### config.mk
export PLATFORM = sky130hd
export DESIGN_NAME = button_conditioner
export DESIGN_NICKNAME = d
export VERILOG_FILES = /design/src/rtl/button_conditioner.sv
export SDC_FILE = /design/constraint.sdc
export NUM_CORES = 1
export LEC_CHECK = 0
export CAP_MARGIN = 20
export CORE_MARGIN = 1
export CORE_UTILIZATION = 37
export DETAILED_ROUTE_END_ITERATION = 8
export GPL_TIMING_DRIVEN = 0
export HOLD_SLACK_MARGIN = 0.08
export PLACE_DENSITY = 0.54
export RECOVER_POWER = 25
export SETUP_SLACK_MARGIN = 0.2
export SYNTH_ARGS = -nofsm -noshare
export SYNTH_HDL_FRONTEND = slang
export SYNTH_HIERARCHICAL = 1
export SYNTH_SLANG_ARGS = --single-unit
### constraint.sdc
create_clock -name clk -period 2.9 [get_ports clk]
set_input_delay 0.58 -clock clk [delete_from_list [all_inputs] [get_ports clk]]
set_output_delay 0.58 -clock clk [all_outputs]
set_load 0.02 [all_outputs]
### src/rtl/button_conditioner.sv
// Four-channel push-button conditioner: synchronise, debounce, edge pulses,
// long-press hold and a two-button combo pulse.
// "release" is a reserved word, so the release pulse port is named release_.

// One button channel: 2-flop synchroniser, debounce FSM, hold counter.
module button_channel #(
    parameter int DEBOUNCE_CYCLES = 1000000,
    parameter int HOLD_CYCLES     = 50000000
) (
    input  logic clk,
    input  logic rst_n,
    input  logic p,          // raw button, active-low
    output logic level,      // debounced, active-high
    output logic press,
    output logic release_,
    output logic hold
);
    localparam int CW = 27;
    localparam logic [CW-1:0] DB_LAST   = CW'(DEBOUNCE_CYCLES - 1);
    localparam logic [CW-1:0] HOLD_LAST = CW'(HOLD_CYCLES - 1);

    typedef enum logic [1:0] {
        IDLE         = 2'd0,
        PRESS_WAIT   = 2'd1,
        PRESSED      = 2'd2,
        RELEASE_WAIT = 2'd3
    } state_t;

    state_t          state, state_n;
    logic [CW-1:0]   cnt, cnt_n;
    logic [CW-1:0]   hcnt, hcnt_n;
    logic [1:0]      sync;
    logic            pin;
    logic            level_n, press_n, release_n, hold_n;

    assign pin = sync[1];

    // Two-flop synchroniser; idles high so reset looks like "not pressed".
    always_ff @(posedge clk or negedge rst_n) begin
        if (!rst_n) sync <= 2'b11;
        else        sync <= {sync[0], p};
    end

    // State, counters and registered outputs.
    always_ff @(posedge clk or negedge rst_n) begin
        if (!rst_n) begin
            state    <= IDLE;
            cnt      <= '0;
            hcnt     <= '0;
            level    <= 1'b0;
            press    <= 1'b0;
            release_ <= 1'b0;
            hold     <= 1'b0;
        end else begin
            state    <= state_n;
            cnt      <= cnt_n;
            hcnt     <= hcnt_n;
            level    <= level_n;
            press    <= press_n;
            release_ <= release_n;
            hold     <= hold_n;
        end
    end

    // Next-state and stability counter: a level change is accepted only after
    // DEBOUNCE_CYCLES consecutive samples of the new value.
    always_comb begin
        state_n = state;
        cnt_n   = cnt;
        case (state)
            IDLE: begin
                if (!pin) begin
                    state_n = PRESS_WAIT;
                    cnt_n   = '0;
                end
            end
            PRESS_WAIT: begin
                if (pin)                 state_n = IDLE;
                else if (cnt == DB_LAST) state_n = PRESSED;
                else                     cnt_n   = cnt + CW'(1);
            end
            PRESSED: begin
                if (pin) begin
                    state_n = RELEASE_WAIT;
                    cnt_n   = '0;
                end
            end
            RELEASE_WAIT: begin
                if (!pin)                state_n = PRESSED;
                else if (cnt == DB_LAST) state_n = IDLE;
                else                     cnt_n   = cnt + CW'(1);
            end
            default: begin
                state_n = IDLE;
                cnt_n   = '0;
            end
        endcase
    end

    // Output decode from the transition; a bounce back from RELEASE_WAIT keeps
    // level high, so the hold counter and hold survive it untouched.
    always_comb begin
        level_n   = (state_n == PRESSED) || (state_n == RELEASE_WAIT);
        press_n   = (state == PRESS_WAIT)   && (state_n == PRESSED);
        release_n = (state == RELEASE_WAIT) && (state_n == IDLE);
        hcnt_n    = hcnt;
        if (press_n)
            hcnt_n = '0;
        else if (level && hcnt != HOLD_LAST)
            hcnt_n = hcnt + CW'(1);
        // Registered off the current count, so hold rises HOLD_CYCLES after
        // level and falls with the release pulse.
        hold_n = level_n && level && (hcnt == HOLD_LAST);
    end
endmodule

// Top: four identical independent channels plus the combo detector.
module button_conditioner #(
    parameter int DEBOUNCE_CYCLES = 1000000,
    parameter int HOLD_CYCLES     = 50000000
) (
    input  logic       clk,
    input  logic       rst_n,
    input  logic [3:0] P,
    output logic [3:0] level,
    output logic [3:0] press,
    output logic [3:0] release_,
    output logic [3:0] hold,
    output logic       combo
);
    localparam int NUM_LANES = 4;

    logic both_q;

    for (genvar i = 0; i < NUM_LANES; i++) begin : g_ch
        button_channel #(
            .DEBOUNCE_CYCLES (DEBOUNCE_CYCLES),
            .HOLD_CYCLES     (HOLD_CYCLES)
        ) u_ch (
            .clk      (clk),
            .rst_n    (rst_n),
            .p        (P[i]),
            .level    (level[i]),
            .press    (press[i]),
            .release_ (release_[i]),
            .hold     (hold[i])
        );
    end

    // Combo fires once on the rising edge of level[0] & level[3].
    always_ff @(posedge clk or negedge rst_n) begin
        if (!rst_n) begin
            both_q <= 1'b0;
            combo  <= 1'b0;
        end else begin
            both_q <= level[0] & level[3];
            combo  <= level[0] & level[3] & ~both_q;
        end
    end
endmodule

==> flow_metrics.py, run 1 <==
metrics = {
    "timing": {
        "worst_pin_slew_ps": 1420,
        "fmaxAchievable_ghz": 0.395,
        "final-setup-viol-count": 0,
        "fin_skew_ps": 25.3,
        "relSlewSlack": 0.0510,
        "grt_setup_unrepaired": "yes",
        "setup_ws_ps": 367,
        "slew_violations": 0,
        "fin_crit_sh": 0.873,
        "period_needed_ps": 2530,
        "hold_violations": 0,
    },
    "floorplan": {
        "rows": 68,
        "die_y_um": 189,
        "die_w_um": 189,
        "ioPinCount": 23,
        "coreArea_mm2": 0.0345,
        "dieArea_mm2": 0.0357,
        "start_util": 0.375,
    },
    "cells_and_area": {
        "utilization": 0.431,
        "antenna_cells": 0,
        "drive_gt1_frac": 0.0856,
        "syn_to_final_growth_pct": 15.0,
        "instances_no_fill": 1881,
        "nNetsFinal": 1416,
        "fillers": 3346,
        "design_area_mm2": 0.0149,
    },
    "synth": {
        "ys_seq_elements": 250,
        "ys_dominant_reg_cell": "dfrtp_1",
        "yosys-top-cells-count": "dfrtp_1, nor2_1, xor2_1, nand2_1, nand3_1",
        "ys_warn_count": 6,
        "yosysSeqAreaShare": 0.485,
        "synthTopCellsByArea": "dfrtp_1, xor2_1, nor2_1",
        "synth_edf_count": 0,
        "syn_avg_cell_area_um2": 9.63,
        "syn_nets": 1355,
        "async_flop_share": 1.00,
        "synth.distinct_cells": 73,
        "syn-cell-area_mm2": 0.0129,
        "yosysTopAreaCellShare": 0.469,
        "yosysMostFrequentCell": "dfrtp_1",
        "yosys.area.top_type": "dfrtp_1",
        "synth_cells": 1341,
    },
    "route": {
        "vias": 10000,
        "drtIter0Drc": 458,
        "viasPerCell": 5.33,
        "drc": 0,
        "wl_per_cell_um": 14.9,
        "wirelength_um": 28100,
        "ant_nets": 0,
        "dr.pass1.iters": 5,
    },
    "clock_network": {
        "htree_levels": 1,
        "clock_sinks": 250,
        "cts_buffer_depth": 3,
        "cts_made_buffers": 30,
        "cts_tree": "built",
        "ctsRootBufferMaster": "clkbuf_16",
        "clkLatencyLatePin_ps": 570,
        "clk_pin_slew_ps": 60,
    },
    "power_and_ir_drop": {
        "leakagePower_nw": 6.34,
        "peakVddDrop_mv": 0.487,
        "p_switching_mw": 1.68,
        "combPwrFrac": 0.027,
        "clockPowerShare": 0.509,
        "power-per-cell-area_mw_per_mm2": 515,
        "intPower_mw": 5.97,
        "sw_frac_of_total": 0.220,
        "power.share.sequential": 0.465,
    },
    "grt": {
        "antenna_found_initial": 0,
        "grt_remaining_overflow": 0,
        "track_usage": 0.161,
        "grt_pass1_vias": 9692,
        "grt_max_degree": 118,
        "grt_pass1_wl_um": 48900,
    },
    "critical_path": {
        "critPathRequiredTime_ps": 3360,
        "critical_path_class": "flop to flop",
        "endpoint_kind": "flop",
        "path_cells": "nor4_1 -> nand4b_1 -> or4_1 -> buf_2 -> nor4_4 -> buf_6 -> nor2_1",
        "setup.worst_path.start_class": "flop",
        "path_max_fanout": 10,
        "cp.arrival_ps": 2990,
        "cp_slowest_stage_delay_ps": 530,
        "crit_path_top_delay_cell": "nor4_4",
    },
    "placed_design": {
        "post-place-ws_ps": 198,
        "io_buffers": 22,
        "place_area_mm2": 0.0138,
        "dpl.hpwl_um": 18500,
        "routabilityCongestion": 0.790,
        "dp.cells": 1821,
    },
    "run_status": {
        "outcome": "finished clean",
    },
    "job": {
        "max_cap_viol_count": 0,
    },
    "worst_hold_path": {
        "hp-class": "flop to flop",
    },
}
-- power by group through the flow --
| stage | Combinational [mW] | Sequential (mW) | Clock (mW) |
|---|---|---|---|
| 5_1_grt | 0.242 | 3.56 | 4.18 |
| 2_1_floorplan | 0.0948 | 3.61 | 0 |
| 4_1_cts | 0.220 | 3.55 | 4.03 |
| 3_3_place_gp | 0.205 | 3.62 | 0 |
| 3_5_place_dp | 0.218 | 3.62 | 0 |
| 6_report | 0.206 | 3.55 | 3.89 |
-- layout make-up --
class	instances	area [um2]	share of cell area
Clock inverter	12	151	0.0102
Timing Repair Buffer	29	295	0.0199
Multi-Input combinational cell	1006	6290	0.423
Buffer	50	270	0.0182
Inverter	35	131	0.00884
Clock buffer	44	893	0.0601
Tap cell	455	569	0.0383
Sequential cell	250	6270	0.422
-- placed cells by master (no fill, tap or decap), drive strengths merged, types with 21 or more instances in the layout --
cell type  netlist  layout
nor4            51      51
o21ai           58      58
nand4           71      71
dfrtp          242     242
clkbuf          31      77
nor3            21      21
inv             35      35
o31ai           23      23
or3             26      26
and4            25      25
a21oi           37      37
nor2           175     175
xnor2           48      48
buf             19      24
nand2           93      93
xor2           101     101
and3            48      48
nand3           86      86
or4             22      22
-- state kept, by name, indices dropped and copies added (netlist names) --
signal / cells
g_ch.u_ch/cnt: 108
g_ch.u_ch/hcnt: 108
g_ch.u_ch/state: 8
g_ch.u_ch/sync: 8
g_ch.u_ch/hold: 4
g_ch.u_ch/level: 4
g_ch.u_ch/press: 4
g_ch.u_ch/release_: 4
both_q: 1
combo: 1
-- routing by layer --
| metal | up-vias | track usage | routed length [um] |
|---|---|---|---|
| met4 | 0 | 0.0450 | 540 |
| met5 | - | 0 | 0 |
| met3 | 43 | 0.0230 | 1000 |
| li1 | 4956 | - | - |
| met2 | 122 | 0.249 | 12500 |
| met1 | 4904 | 0.235 | 14100 |
-- critical path: cells and delay by family (launching register included) --
family	cells	cell delay, ps
buffers and inverters	2	400
and+or+nand+nor	5	1530
DFF	1	470
-- per-stage QoR --
stage           TNS, ps  power (mW)  hold slack [ps]
2_1_floorplan         0        3.70              284
3_3_place_gp   -2466120        3.82              347
3_5_place_dp          0        3.83              347
4_1_cts               0        7.80              356
5_1_grt               0        7.98              358
6_report              0        7.65              355
-- path summary, 6_finish.rpt --
check,startpoint,cells past startpoint,to,slack (ps)
worst min-delay path,g_ch[2].u_ch/sync[0],0,g_ch[2].u_ch/sync[1],350
worst min register to register,g_ch[2].u_ch/sync[0],0,g_ch[2].u_ch/sync[1],350
worst max register to register,g_ch[2].u_ch/cnt[6],7,g_ch[2].u_ch/hcnt[9],370
min in group asynchronous,rst_n,2,g_ch[3].u_ch/hcnt[14],490
worst max-delay path,g_ch[2].u_ch/cnt[6],7,g_ch[2].u_ch/hcnt[9],370
max in group asynchronous,rst_n,3,g_ch[1].u_ch/cnt[2],680
-- cells by family (layout without fill, tap and decap cells) --
kind of cell / count (synthesis) / after routing / share of synthesized area
xor+xnor: 149 / 149 / 0.101
buf+inv: 85 / 170 / 0.0311
fa+ha+maj: 8 / 8 / 0.00775
flops: 250 / 250 / 0.485
mux: 8 / 8 / 0.00620
compound gates: 160 / 160 / 0.0784
simple gates: 681 / 681 / 0.291
-- timing repair --
action	4_1_cts	5_1_grt
pin swaps	0	1
hold buffers	1	0
setup endpoints to repair	4	33
endpoints found under the hold margin	28	0
setup buffers	0	2
resized for setup	2	4
Power figures use the tool's default switching activity.
==> inputs of run 2 (changes only) <==
--- a/config.mk
+++ b/config.mk
@@ -5,10 +5,13 @@
 export SDC_FILE = /design/constraint.sdc
 export NUM_CORES = 1
 export LEC_CHECK = 0
+export ABC_AREA = 1
 export CAP_MARGIN = 20
 export CORE_MARGIN = 1
 export CORE_UTILIZATION = 37
+export CTS_CLUSTER_SIZE = 30
 export DETAILED_ROUTE_END_ITERATION = 8
+export GPL_ROUTABILITY_DRIVEN = 0
 export GPL_TIMING_DRIVEN = 0
 export HOLD_SLACK_MARGIN = 0.08
 export PLACE_DENSITY = 0.54
==> run 2 against run 1 <==
Effect of this change: sequential cell count stayed put; final area is 27% higher; via count is 64% higher; largest power group unchanged; die area is 30% higher.
==> flow_metrics.py, run 2 <==
metrics = {
    "critical_path": {
        "cp.arrival_ps": 1840,
        "path_max_fanout": 9,
        "rr_endpoint": "g_ch[1].u_ch/hold",
        "path_buf_inv": 1,
        "crit_path_top_delay_cell": "clkdlybuf4s50_1",
        "critical_path_cell_count": 1,
        "path_cells": "clkdlybuf4s50_1",
        "critical_path_class": "flop to output port",
        "startpoint": "g_ch[3].u_ch/level",
        "r2r_setup_slack_ps": 590,
        "worstRegToRegCells": 8,
        "path_delay_family": "buffers and inverters",
        "r2r-start": "g_ch[1].u_ch/cnt[0]",
        "critPathRequiredTime_ps": 2320,
        "cp_slowest_stage_delay_ps": 700,
        "setup.worst_path.start_class": "flop",
        "endpoint_kind": "output port",
    },
    "timing": {
        "hold_violations": 0,
        "grt_setup_unrepaired": "no",
        "final.setup.tns_ps": 0,
        "worst_pin_slew_ps": 1040,
        "relSlewSlack": 0.308,
        "period_needed_ps": 2420,
        "fin_skew_ps": 10.5,
        "fin_crit_sh": 0.834,
        "final-setup-viol-count": 0,
        "fmaxAchievable_ghz": 0.414,
        "slew_violations": 0,
    },
    "power_and_ir_drop": {
        "fin_total_pwr_mw": 7.94,
        "leakagePower_nw": 8.99,
        "peakVddDrop_mv": 0.326,
        "power-per-cell-area_mw_per_mm2": 419,
    },
    "floorplan": {
        "dieArea_mm2": 0.0463,
        "ioPinCount": 23,
        "coreArea_mm2": 0.0445,
        "start_util": 0.378,
        "rows": 77,
        "die_y_um": 215,
        "die_w_um": 215,
    },
    "route": {
        "dr.pass1.iters": 7,
        "wirelength_um": 44900,
        "vias": 16500,
        "drtIter0Drc": 1109,
        "viasPerCell": 4.90,
        "ant_nets": 0,
        "drc": 0,
        "wl_per_cell_um": 13.4,
    },
    "synth": {
        "syn-cell-area_mm2": 0.0168,
        "ys_warn_count": 6,
        "yosysTopAreaCellShare": 0.360,
        "ys_seq_elements": 250,
        "syn_nets": 2690,
        "yosysSeqAreaShare": 0.373,
        "ys_dominant_reg_cell": "dfrtp_1",
        "yosys.area.top_type": "dfrtp_1",
        "synth_edf_count": 0,
        "async_flop_share": 1.00,
        "synth.distinct_cells": 36,
        "synthTopCellsByArea": "dfrtp_1, nand2_1, nor2_1",
        "syn_avg_cell_area_um2": 6.28,
        "yosysMostFrequentCell": "nand2_1",
        "synth_cells": 2676,
        "yosys-top-cells-count": "nand2_1, nor2_1, nand3_1, inv_1, dfrtp_1",
    },
    "grt": {
        "top_usage_layer": "met2",
        "use_met2": 0.327,
        "use_met1": 0.275,
        "grt_pass1_vias": 15700,
        "antenna_found_initial": 0,
        "grt_max_degree": 112,
        "use_met3": 0.0256,
        "grt_remaining_overflow": 0,
        "grt_pass1_wl_um": 77700,
        "track_usage": 0.200,
    },
    "worst_hold_path": {
        "worstHoldStart": "g_ch[0].u_ch/sync[0]",
        "hp-class": "flop to flop",
        "holdPathStages": 0,
        "holdPathEnd": "g_ch[0].u_ch/sync[1]",
    },
    "cells_and_area": {
        "syn_to_final_growth_pct": 12.7,
        "nNetsFinal": 2751,
        "regArea_mm2": 0.00627,
        "final_cell_mix": "nand2_1, nor2_1, nand3_1",
        "drive_gt1_frac": 0.0608,
        "final_common_cell": "nand2_1",
        "top_regs": "g_ch.u_ch/cnt x108, g_ch.u_ch/hcnt x108",
        "antenna_cells": 0,
        "fillers": 4751,
        "multi_input_area_mm2": 0.00909,
    },
    "job": {
        "max_cap_viol_count": 0,
    },
    "placed_design": {
        "dpl.hpwl_um": 33500,
        "io_buffers": 22,
    },
    "clock_network": {
        "clkLatencyLatePin_ps": 540,
        "htree_levels": 2,
        "clock_sinks": 250,
        "cts_buffer_depth": 3,
        "ctsRootBufferMaster": "clkbuf_16",
        "cts_made_buffers": 34,
        "post_cts_buffers": 0,
        "clk_pin_slew_ps": 60,
        "cts_tree": "built",
    },
    "run_status": {
        "outcome": "finished clean",
    },
}
-- run 2: cell types whose count changed in the layout (fill, tap and decap cells not counted), moves of 38 or more --
cell | previous run | this run
nor4_1 | 46 | 6
nand3_1 | 83 | 302
nor2_1 | 173 | 465
xor2_1 | 101 | 43
and3_1 | 48 | 0
inv_1 | 35 | 280
nand4_1 | 71 | 33
nand2_1 | 93 | 1029
-- run 2: layout make-up --
| class | instances | area share |
|---|---|---|
| Sequential cell | 250 | 0.331 |
| Clock buffer | 53 | 0.0563 |
| Multi-Input combinational cell | 2080 | 0.480 |
| Tap cell | 592 | 0.0391 |
| Timing Repair Buffer | 25 | 0.0143 |
| Inverter | 295 | 0.0587 |
| Clock inverter | 9 | 0.00264 |
| Buffer | 51 | 0.0179 |
-- run 2: logic make-up after synthesis --
family	share of synthesized area
xor+xnor	0.0307
buf+inv	0.0863
compound gates	0.0311
fa+ha+maj	0.00596
flops	0.373
simple gates	0.473
-- run 2: where the power goes --
group	total [mW]	switching, mW	internal [mW]
sequential	3.56	0.0329	3.52
combinational	0.246	0.190	0.0563
clock	4.13	1.61	2.53
total	7.94	1.83	6.11
-- run 2: stage by stage --
stage               worst slack [ps]  std cells   util  hold WS (ps)  cell area (um2)
finish                           482       3355  0.425           354            18900
global route                     306       3355  0.425           364            18900
CTS                              431       3355  0.426           355            19000
detailed placement               453       3292  0.401           347            17800
global placement              -10270       3290  0.399           347            17800
floorplan                       1140       2676      -           284            16800
-- run 2: how the worst max path moves through the flow --
| stage | end |
|---|---|
| 2_1_floorplan | g_ch[2].u_ch/cnt[22] |
| 3_3_place_gp | g_ch[1].u_ch/hcnt[5] |
| 3_5_place_dp | g_ch[1].u_ch/hold |
| 4_1_cts | level[3] |
| 5_1_grt | g_ch[1].u_ch/level |
| 6_report | level[3] |
-- run 2: worst reg2reg max path: stages, from the launching register on --
cell,delay [ps]
dfrtp_1,410
ha_1,300
nand3_2,180
inv_1,200
nand2_1,80
nor2_1,80
nand2_1,100
o21ai_0,700
nor2_1,110
-- run 2: routing by layer --
layer / vias up / part of all wire
met5: - / 0
met4: 0 / 0.020
met3: 55 / 0.039
met2: 312 / 0.46
met1: 7652 / 0.49
li1: 8433 / -
-- run 2: repair_timing --
action / CTS / global route
endpoints found under the hold margin: 61 / 0
resized for setup: 0 / 0
hold buffers: 1 / 0
==> inputs of run 3 (changes only) <==
--- a/config.mk
+++ b/config.mk
@@ -14,7 +14,7 @@
 export GPL_ROUTABILITY_DRIVEN = 0
 export GPL_TIMING_DRIVEN = 0
 export HOLD_SLACK_MARGIN = 0.08
-export PLACE_DENSITY = 0.54
+export PLACE_DENSITY = 0.56
 export RECOVER_POWER = 25
 export SETUP_SLACK_MARGIN = 0.2
 export SYNTH_ARGS = -nofsm -noshare
==> constraint.sdc (replaced) <==
create_clock -name clk -period 2.2 [get_ports clk]
set_input_delay 0.44 -clock clk [delete_from_list [all_inputs] [get_ports clk]]
set_output_delay 0.44 -clock clk [all_outputs]
set_load 0.02 [all_outputs]
==> run 3 against run 2 <==
Effect of this change: hold slack is essentially flat; combinational power grew 54%; clock skew grew 13 ps; core utilization grew 0.82 points; final area grew 1.9%; die area is the same; non-clock buffer count grew 22; final cell count grew 0.54%; largest power group unchanged.
==> flow_metrics.py, run 3 (synthesis gave the netlist of run 2 again) <==
metrics = {
    "cells_and_area": {
        "syn_to_final_growth_pct": 14.8,
        "drive_gt1_frac": 0.0798,
        "design_area_mm2": 0.0193,
        "instances_no_fill": 3373,
        "final_common_cell": "nand2_1",
        "final_cell_mix": "nand2_1, nor2_1, nand3_1",
        "antenna_cells": 0,
        "top_regs": "g_ch.u_ch/cnt x108, g_ch.u_ch/hcnt x108",
        "nNetsFinal": 2770,
    },
    "critical_path": {
        "path_delay_family": "buffers and inverters",
        "r2r_setup_slack_ps": 300,
        "setup.worst_path.start_class": "flop",
        "worstRegToRegCells": 9,
        "critPathRequiredTime_ps": 1760,
        "path_buf_inv": 1,
        "crit_path_top_delay_cell": "clkdlybuf4s50_1",
        "cp.arrival_ps": 1510,
        "startpoint": "g_ch[0].u_ch/press",
        "path_cells": "clkdlybuf4s50_1",
        "crit_path_end": "press[0]",
        "r2r-start": "g_ch[0].u_ch/cnt[11]",
        "endpoint_kind": "output port",
        "path_max_fanout": 1,
        "critical_path_cell_count": 1,
        "critical_path_class": "flop to output port",
        "rr_endpoint": "g_ch[0].u_ch/hcnt[23]",
        "cp_slowest_stage_delay_ps": 590,
    },
    "floorplan": {
        "die_w_um": 215,
        "start_util": 0.378,
        "ioPinCount": 23,
        "die_y_um": 215,
        "rows": 77,
        "coreArea_mm2": 0.0445,
        "dieArea_mm2": 0.0463,
    },
    "job": {
        "max_cap_viol_count": 0,
    },
    "timing": {
        "fmaxAchievable_ghz": 0.514,
        "worst_pin_slew_ps": 699,
        "slew_violations": 0,
        "fin_skew_ps": 23.2,
        "final.setup.tns_ps": 0,
        "period_needed_ps": 1950,
        "final-setup-viol-count": 0,
        "relSlewSlack": 0.534,
        "whs_ps": 354,
        "grt_setup_unrepaired": "yes",
        "fin_crit_sh": 0.885,
        "hold_violations": 0,
    },
    "route": {
        "ant_nets": 0,
        "drc": 0,
        "wirelength_um": 45100,
        "dr.pass1.iters": 6,
        "viasPerCell": 4.87,
        "wl_per_cell_um": 13.4,
        "drtIter0Drc": 1219,
        "vias": 16400,
    },
    "grt": {
        "grt_pass1_vias": 15400,
        "grt_max_degree": 115,
        "grt_remaining_overflow": 0,
        "antenna_found_initial": 0,
        "grt_pass1_wl_um": 75800,
        "track_usage": 0.194,
    },
    "clock_network": {
        "clkLatencyLatePin_ps": 590,
        "cts_buffer_depth": 3,
        "htree_levels": 1,
        "clk_pin_slew_ps": 60,
        "cts_made_buffers": 31,
        "clock_sinks": 250,
        "cts_tree": "built",
        "ctsRootBufferMaster": "clkbuf_16",
    },
    "placed_design": {
        "dp.cells": 3292,
        "dpl.hpwl_um": 32800,
        "io_buffers": 22,
        "place_area_mm2": 0.0178,
    },
    "run_status": {
        "outcome": "finished clean",
    },
    "power_and_ir_drop": {
        "peakVddDrop_mv": 0.451,
        "power-per-cell-area_mw_per_mm2": 530,
        "leakagePower_nw": 9.14,
    },
    "worst_hold_path": {
        "hp-class": "flop to flop",
    },
}
## run 3: cell count changes in the layout (fill, tap and decap cells not counted), moves of 10 or more
cell,delta
buf_4,+25
nor2_1,-10
dfrtp_1,-11
buf_2,-10
dfrtp_2,+11
## run 3: report_power, final
| group | switching, mW | internal [mW] |
|---|---|---|
| Sequential | 0.0516 | 4.64 |
| Combinational | 0.266 | 0.112 |
| Clock | 2.06 | 3.10 |
## run 3: routing by layer
metal	routed length, um	GRT usage	vias to the layer above
met4	1110	0.0530	0
met3	1660	0.0225	73
met1	21800	0.264	7575
met2	20500	0.323	302
li1	-	-	8471
met5	0	0	-
## run 3: worst min-delay path by stage
stage / startpoint / to / slack (ps) / cells past startpoint
6_report: g_ch[3].u_ch/sync[0] / g_ch[3].u_ch/sync[1] / 350 / 0
5_1_grt: g_ch[3].u_ch/sync[0] / g_ch[3].u_ch/sync[1] / 360 / 0
4_1_cts: P[1] / g_ch[1].u_ch/sync[0] / 240 / 1
3_5_place_dp: g_ch[3].u_ch/sync[0] / g_ch[3].u_ch/sync[1] / 350 / 0
3_3_place_gp: g_ch[3].u_ch/sync[0] / g_ch[3].u_ch/sync[1] / 350 / 0
2_1_floorplan: rst_n / both_q / 140 / 0
## run 3: layout make-up
type / instances / area, um2
buffer: 51 / 387
clock buffer: 45 / 878
clock inverter: 13 / 146
fill: 4755 / 25200
inverter: 295 / 1120
multi-input combinational: 2080 / 9270
sequential: 250 / 6280
tap: 592 / 741
timing repair buffer: 47 / 482
## run 3: repair_timing
item | CTS | global route
resized for setup | 32 | 51
hold buffers | 1 | 0
endpoints found under the setup margin | 135 | 167
pin swaps | 4 | 7
hold endpoints to repair | 53 | 0
gates cloned | 0 | 3
setup buffers | 5 | 14
## run 3: stage by stage
stage          setup WS, ps  power [mW]   util
2_1_floorplan           436        4.91      -
3_3_place_gp         -10700        5.09  0.399
3_5_place_dp           -129        5.11  0.401
4_1_cts                 102        10.4  0.427
5_1_grt                 109        10.6  0.434
6_report                253        10.2  0.434
